`config.mk`:
```
export PLATFORM = sky130hd
export DESIGN_NAME = usrt_tx_framer_flat
export DESIGN_NICKNAME = d
export VERILOG_FILES = /design/src/rtl/usrt_tx_framer_if.sv /design/src/rtl/usrt_tx_framer.sv /design/src/flat_wrapper.sv
export SDC_FILE = /design/constraint.sdc
export NUM_CORES = 1
export LEC_CHECK = 0
export ABC_AREA = 1
export BUFFER_PORTS_ARGS = -buffer_cell sky130_fd_sc_hd__buf_2
export CAP_MARGIN = 20
export CORE_MARGIN = 3
export CORE_UTILIZATION = 53
export DETAILED_ROUTE_END_ITERATION = 12
export HOLD_SLACK_MARGIN = 0.03
export PLACE_DENSITY = 0.75
export RECOVER_POWER = 25
export SLEW_MARGIN = 25
export SYNTH_ARGS = -nofsm -noshare
export SYNTH_HDL_FRONTEND = slang
export SYNTH_SLANG_ARGS = --single-unit
export TNS_END_PERCENT = 1
```
`constraint.sdc`:
```
create_clock -name pClk -period 2 [get_ports pClk]
set_input_delay 0.1 -clock pClk [delete_from_list [all_inputs] [get_ports pClk]]
set_output_delay 0.1 -clock pClk [all_outputs]
set_load 0.02 [all_outputs]
```
`src/rtl/usrt_tx_framer_if.sv`:
```
// Byte write handshake between the APB write decode and the USRT transmit framer.
interface usrt_tx_framer_if;
  logic       wr_valid;
  logic [7:0] wr_data;
  logic       wr_ready;

  modport master (output wr_valid, output wr_data, input wr_ready);
  modport slave  (input wr_valid, input wr_data, output wr_ready);
endinterface

```
`src/rtl/usrt_tx_framer.sv`:
```
// USRT transmit FIFO plus 11-bit framer/serializer advanced by baud_tick.
// Optional feature macro: USRT_TX_PARITY_EN (bit9 = XOR parity; otherwise bit9 = 0).
module usrt_tx_framer #(
  parameter int unsigned DEPTH = 4
) (
  input  logic                   pClk,
  input  logic                   pReset,
  usrt_tx_framer_if.slave        wr,
  input  logic                   baud_tick,
  output logic                   Rx,
  output logic                   busy,
  output logic [$clog2(DEPTH):0] level
);

  localparam int unsigned AW = $clog2(DEPTH);

  typedef enum logic {IDLE, SHIFT} state_t;

  state_t      state, state_n;
  logic [AW:0] wptr, rptr, wptr_n, rptr_n;
  logic [7:0]  mem [DEPTH];
  logic [10:0] shreg, shreg_n;
  logic [3:0]  bitcnt, bitcnt_n;
  logic        full, empty, push, pop, parity;
  logic [7:0]  head;
  logic [10:0] frame;

  assign empty       = (wptr == rptr);
  assign full        = (wptr[AW] != rptr[AW]) && (wptr[AW-1:0] == rptr[AW-1:0]);
  assign wr.wr_ready = !full;
  assign push        = wr.wr_valid && !full;
  assign head        = mem[rptr[AW-1:0]];
  assign level       = wptr - rptr;

`ifdef USRT_TX_PARITY_EN
  assign parity = ^head;
`else
  assign parity = 1'b0;
`endif

  // Stop bit at the top so shifting right leaves the start bit on Rx first.
  assign frame = {1'b0, parity, head, 1'b1};

  always_comb begin
    state_n  = state;
    shreg_n  = shreg;
    bitcnt_n = bitcnt;
    pop      = 1'b0;
    case (state)
      IDLE: begin
        if (baud_tick && !empty) begin
          pop      = 1'b1;
          shreg_n  = frame;
          bitcnt_n = '0;
          state_n  = SHIFT;
        end
      end
      SHIFT: begin
        if (baud_tick) begin
          if (bitcnt == 4'd10) begin
            if (!empty) begin
              pop      = 1'b1;
              shreg_n  = frame;
              bitcnt_n = '0;
            end else begin
              shreg_n  = '0;
              bitcnt_n = '0;
              state_n  = IDLE;
            end
          end else begin
            shreg_n  = {1'b0, shreg[10:1]};
            bitcnt_n = bitcnt + 4'd1;
          end
        end
      end
      default: state_n = IDLE;
    endcase
  end

  assign wptr_n = wptr + {{AW{1'b0}}, push};
  assign rptr_n = rptr + {{AW{1'b0}}, pop};

  // Rx and busy are registered from next-state values so they carry no input-to-output path.
  always_ff @(posedge pClk or negedge pReset) begin
    if (!pReset) begin
      state  <= IDLE;
      shreg  <= '0;
      bitcnt <= '0;
      wptr   <= '0;
      rptr   <= '0;
      Rx     <= 1'b0;
      busy   <= 1'b0;
    end else begin
      state  <= state_n;
      shreg  <= shreg_n;
      bitcnt <= bitcnt_n;
      wptr   <= wptr_n;
      rptr   <= rptr_n;
      Rx     <= (state_n == SHIFT) ? shreg_n[0] : 1'b0;
      busy   <= (state_n == SHIFT) || (wptr_n != rptr_n);
    end
  end

  always_ff @(posedge pClk) begin
    if (push) mem[wptr[AW-1:0]] <= wr.wr_data;
  end

endmodule

```
`src/flat_wrapper.sv`:
```
// flat-port wrapper written by rule: the top's interface ports become plain ports
module usrt_tx_framer_flat 
#(
  parameter int unsigned DEPTH = 4
)
  (pClk, pReset, baud_tick, Rx, busy, level, wr_wr_valid, wr_wr_data, wr_wr_ready);
  usrt_tx_framer_if wr_i ();
  input  logic pClk;
  input  logic pReset;
  input  logic baud_tick;
  output logic Rx;
  output logic busy;
  output logic [$clog2(DEPTH):0] level;
  input wire logic [$bits(wr_i.wr_valid)-1:0] wr_wr_valid;
  input wire logic [$bits(wr_i.wr_data)-1:0] wr_wr_data;
  output wire logic [$bits(wr_i.wr_ready)-1:0] wr_wr_ready;
  assign wr_i.wr_valid = wr_wr_valid;
  assign wr_i.wr_data = wr_wr_data;
  assign wr_wr_ready = wr_i.wr_ready;
  usrt_tx_framer #(.DEPTH(DEPTH)) u_core (.pClk(pClk), .pReset(pReset), .wr(wr_i), .baud_tick(baud_tick), .Rx(Rx), .busy(busy), .level(level));
endmodule
```
**After elaboration in Yosys (flattened, before gate mapping)**

Memory sizes are Yosys's and may differ from the RTL's.
Index checks and enable logic that the tools add are counted.

- Add/subtract/negate cells: 4
- Equality and inequality tests: 7
- Muxes and demuxes: 20
- Bitwise operators: 1
- Reductions and logical operators: 7

Operator list:

| cell | count |
|---|---|
| $mux W11 | 2 |
| $pmux W11 S2 | 1 |
| $mux W4 | 3 |
| $mux W10 | 1 |
| $mux W1 | 9 |
| $mux W9 | 1 |
| $pmux W4 S2 | 1 |
| $add A3 B1 Y3 | 2 |
| $add A4 B1 Y4 const B | 1 |
| $eq A4 B4 Y1 const B | 1 |
| $pmux W1 S2 | 2 |
| $eq A3 B3 Y1 | 1 |
| $logic_and A1 B1 Y1 | 3 |
| $ne A3 B3 Y1 | 1 |
| $sub A3 B3 Y3 | 1 |
| $eq A2 B2 Y1 | 1 |
| $logic_not A1 Y1 | 2 |
| $ne A2 B1 Y1 const B | 1 |
| $ne A2 B2 Y1 const B | 1 |
| $reduce_and A2 Y1 | 1 |
| $logic_or A1 B1 Y1 | 1 |
| $ne A1 B1 Y1 | 1 |
| $not A1 Y1 | 1 |

- Register bits after elaboration: 24
- Memory bits (writable): 32
- Input bits: 12
- Output and inout port bits: 6
- Logic and storage cells: 48
- Memories: 1

Memory list:

| memory | words | width | rd ports | clocked after memory_dff | wr ports | RTL line | source |
|---|---|---|---|---|---|---|---|
| u_core.mem | 4 | 8 | 1 | 0 | 1 | usrt_tx_framer.sv:21 | `logic [7:0] mem [DEPTH];` |

**Longest topological paths before layout**

- Word-level depth: 8
- Gate-level depth with buffers: 13
- Depth with buffers taken out: 12

**Worst setup path after synthesis**

OpenSTA, ideal clock, no wires.

- Kind: register to register
- Start: register u_core.rptr[1]
- End: memory u_core.mem[0][0], enable pin
- Setup time: 383 ps
- Arrival time: 1993 ps
- Required time: 1617 ps
- Path slack: -376 ps
- Stages on the path, launching flop included: 9
- Path buffers: 1
- Clock period less this slack: 2376 ps
- Cells stage by stage: dfrtp_1 -> buf_2 -> inv_2 -> ha_1 -> nand2_1 -> inv_1 -> nand2_1 -> nand2_1 -> nor3_1

- Cells in the longest elaborated chain, start to end: 6

RTL lines:

| what | RTL line | source |
|---|---|---|
| from (decl) | usrt_tx_framer.sv:20 | `logic [AW:0] wptr, rptr, wptr_n, rptr_n;` |
| from (signal assigned) | usrt_tx_framer.sv:98 | `rptr <= rptr_n;` |
| $eq A2 B2 Y1 | usrt_tx_framer.sv:29 | `assign full = (wptr[AW] != rptr[AW]) && (wptr[AW-1:0] == rptr[AW-1:0]);` |
| $logic_and A1 B1 Y1 | usrt_tx_framer.sv:29 |  |
| $logic_not A1 Y1 | - |  |
| via wr_wr_ready | flat_wrapper.sv:16 | `output wire logic [$bits(wr_i.wr_ready)-1:0] wr_wr_ready;` |
| $logic_and A1 B1 Y1 | usrt_tx_framer.sv:31 | `assign push = wr.wr_valid && !full;` |
| $mux W1 | usrt_tx_framer.sv:105 | `if (push) mem[wptr[AW-1:0]] <= wr.wr_data;` |
| $mux W1 (not written as such) | usrt_tx_framer.sv:105 |  |
| to (decl) | usrt_tx_framer.sv:21 |  |

The timed path passes the listed nets, and every way through them passes these cells.

**Worst setup path after layout**

- Start: register u_core.rptr[1]
- End: register u_core.busy

- Cells in the longest elaborated chain, start to end: 8
- Elaborated cells between the ends (all ways): 19
- Those cells by class: 2 x add/sub; 3 x eq/ne; 8 x mux; 6 x reduce/logical

RTL lines:

| what | RTL line | source |
|---|---|---|
| $eq A3 B3 Y1 | usrt_tx_framer.sv:28 | `assign empty = (wptr == rptr);` |
| $mux W1 or $logic_not A1 Y1 (tied branches) | usrt_tx_framer.sv:61, usrt_tx_framer.sv:51 |  |
| $mux W1 or $logic_and A1 B1 Y1 (tied branches) | usrt_tx_framer.sv:60, usrt_tx_framer.sv:51 |  |
| $mux W1 (on tied branches) | usrt_tx_framer.sv:59, usrt_tx_framer.sv:51 |  |
| $pmux W1 S2 | usrt_tx_framer.sv:49 | `case (state)` |
| $add A3 B1 Y3 * | usrt_tx_framer.sv:81 | `assign rptr_n = rptr + {{AW{1'b0}}, pop};` |
| via u_core.rptr_n[2] | usrt_tx_framer.sv:20 |  |
| $ne A3 B3 Y1 * | usrt_tx_framer.sv:100 | `busy <= (state_n == SHIFT) \|\| (wptr_n != rptr_n);` |
| $logic_or A1 B1 Y1 * | usrt_tx_framer.sv:100 |  |
| to (signal assigned) | usrt_tx_framer.sv:100 |  |
| to (decl) | usrt_tx_framer.sv:11 | `output logic busy,` |

Mark *: on every way through the listed nets, which the timed path passes. The rest lies on a longest branch.
A chain may end at the register's enable or synchronous reset.

==> flow_summary.toml <==
[sta]
post-route-period-util_pct = 96.1
hold_viol = 0
grt_setup_unrepaired = "yes"
maxClockFrequency_ghz = 0.520
max_slew_violation_count = 0
tightestPinTransition_ns = 0.520
worst_slew_margin_rel_pct = 65.3
period_needed_ns = 1.92
setup_viol = 0
finClkSkew_ns = 0.0135

[clock_network]
numCtsBuffers = 5
cts-htree-levels = 2
clock_sinks = 55
ctsRootBufferMaster = "clkbuf_8"
cts_tree = "yes"
clk_pin_slew_ns = 0.11
clockBufferDepth = 2
clkLatencyLatePin_ns = 0.31

[worst_hold_path]
min-delay-path-class = "primary input to flop"

[worst_setup_path]
path_cells = "inv_8, ha_4, nand2_4, inv_4, nand3_4, nand2_4, a21oi_2, ha_2, ha_4, xor2_4, xnor2_1, nand4_1"
crit_path_start_kind = "flop"
critPathSlowestCell = "dfrtp_2"
worst_setup_path_end_kind = "flop"
worst-setup-path-type = "flop to flop"
arrival_ns = 2.12
worst_ep_required_time_ns = 2.19
critPathMaxStageDelay_ns = 0.43
critical_path_peak_fanout = 3

[synthesis]
synth_seq_area_share_pct = 60.2
synth_enable_flop_cells = 32
ys_async_sr_fraction_pct = 41.8
avgSynthCellArea_um2 = 10.4
synth_cell_types = 30
synth_flop_cell = "edfxtp_1"
ys_warn_count = 0
syn_area_mm2 = 0.00255
synth-seq-cells = 55
synthesis.instances = 245
synthesis.nets = 266

[cells_and_area]
antennaDiodeCount = 0
layout.cells.most_common = "nand2_1"
final_cell_mix = "69 x nand2_1, 32 x edfxtp_1, 22 x dfrtp_1"
drive_gt1_share_pct = 22.2
final_area_mm2 = 0.00308
area_delta_synth_final_pct = 20.5
n_fill_cell = 343
final_nets = 308

[place]
detailedPlacementHpwl_mm = 3.28
dpl_cell_area_mm2 = 0.00284
finalWeightedCongestion = 0.774
placement.io_buffers = 17

[floorplanning]
die_y_um = 75.4
fp.dieW_um = 75.4
placementRows = 24
floorplan.die_area_mm2 = 0.00568
core_mm2 = 0.00450
number_of_top_level_pins = 18
initial_core_utilization_pct = 56.6

[pwr]
power_density_mw_per_mm2 = 1490
total_power_mw = 4.58
max-vdd-ir-drop_mv = 0.823
p_leak_nw = 1.31

[drt]
via_count = 1763
drt-total-wl_mm = 4.97
drt_first_pass_iters = 4
detail_route.vias_per_cell = 5.19
drt-wirelength-per-cell_um = 14.6
initialDrtViolationCount = 132
drc_errors = 0
final_antenna_net_count = 0

[global_route]
global_route.overflow_total = 0
first_global_vias = 1810
antenna_found_initial = 0
grt_pass1_wl_mm = 8.19
grt_util_all_layers_pct = 19.7
grt_start_max_net_pins = 24

[run_status]
outcome = "finished clean"

[flow_run]
max_cap_viol_count = 0
Yosys cell counts, types with 2 or more instances:
cell type	number	area, um2
edfxtp_1	32	961
nor2_1	17	63.8
ha_1	8	100
inv_2	2	7.51
a21oi_1	12	60.1
xnor2_1	4	35.0
nand2_4	2	22.5
o21ai_1	8	40.0
nor3_1	4	20.0
inv_1	16	60.1
dfrtp_1	23	576
nand3_1	21	105
nand2_1	72	270
nand3_2	2	20.0
xor2_1	4	35.0
buf_6	4	45.0
through the flow:
step / worst slack (ns) / setup TNS, ns / hold slack [ns] / cells / util (%)
3_3_place_gp: 0.0857 / 0 / 0.106 / 320 / 63.1
3_5_place_dp: 0.0287 / 0 / 0.110 / 320 / 63.1
4_1_cts: 0.00610 / 0 / 0.100 / 337 / 67.3
6_report: 0.0775 / 0 / 0.113 / 340 / 68.3
2_1_floorplan: -0.0766 / -0.0766 / -0.196 / 245 / -
5_1_grt: -0.0129 / -0.0129 / 0.115 / 340 / 68.3
kinds of logic after synthesis:
family / count (synthesis) / share of synthesized area, %
buf+inv: 26 / 5.84
xor+xnor: 8 / 2.75
fa+ha+maj: 9 / 4.71
flops: 55 / 60.2
simple gates: 124 / 21.8
compound gates: 23 / 4.71
worst max-delay path: cells and delay by family (launching register included):
family          cells  cell delay (ns)
flops               1             0.43
fa+ha+maj           3             0.63
compound gates      1             0.04
simple gates        4             0.30
xor+xnor            2             0.30
buf+inv             2             0.10
cell type report:
| type | instances | area, um2 | area share (%) |
|---|---|---|---|
| clock inverter | 3 | 28.8 | 0.936 |
| sequential | 55 | 1540 | 50.0 |
| multi-input combinational | 164 | 1000 | 32.6 |
| clock buffer | 5 | 68.8 | 2.24 |
| tap | 52 | 65.1 | 2.12 |
| inverter | 19 | 86.3 | 2.81 |
| timing repair buffer | 42 | 285 | 9.28 |
state kept, by name (all words and copies together), names as in the netlist:
name	flops
u_core.Rx	1
u_core.bitcnt	4
u_core.busy	1
u_core.mem	32
u_core.rptr	3
u_core.shreg	10
u_core.state	1
u_core.wptr	3
power breakdown:
group / switching (mW) / internal [mW] / total, mW
clock: 0.390 / 0.265 / 0.655
sequential: 0.203 / 1.54 / 1.74
combinational: 1.30 / 0.878 / 2.18
total: 1.90 / 2.68 / 4.58
what timing repair did:
action | 4_1_cts | 5_1_grt
setup buffers | 0 | 3
setup endpoints to repair | 0 | 1
gates resized for setup | 0 | 5
hold endpoints to repair | 55 | 0
hold buffers | 9 | 0
worst paths after layout:
kind	slack [ns]	depth (start not counted)	end	startpoint
setup / recovery	0.08	12	u_core.busy	u_core.rptr[1]
hold / removal	0.11	3	u_core.shreg[0]	baud_tick
setup reg to reg	0.08	12	u_core.busy	u_core.rptr[1]
hold reg to reg	0.51	2	u_core.shreg[9]	u_core.shreg[9]
max in group asynchronous	1.34	2	u_core.rptr[1]	pReset
min in group asynchronous	0.27	2	u_core.shreg[8]	pReset
metal layers:
metal,global-route usage [%],wire length [um],share of wire (%),up-vias
li1,-,-,-,887
met4,6.80,67,1.3,0
met2,34.9,2710,54,29
met1,23.7,2060,41,839
met3,4.09,136,2.7,8
met5,0,0,0,-
Power figures use the tool's default switching activity.
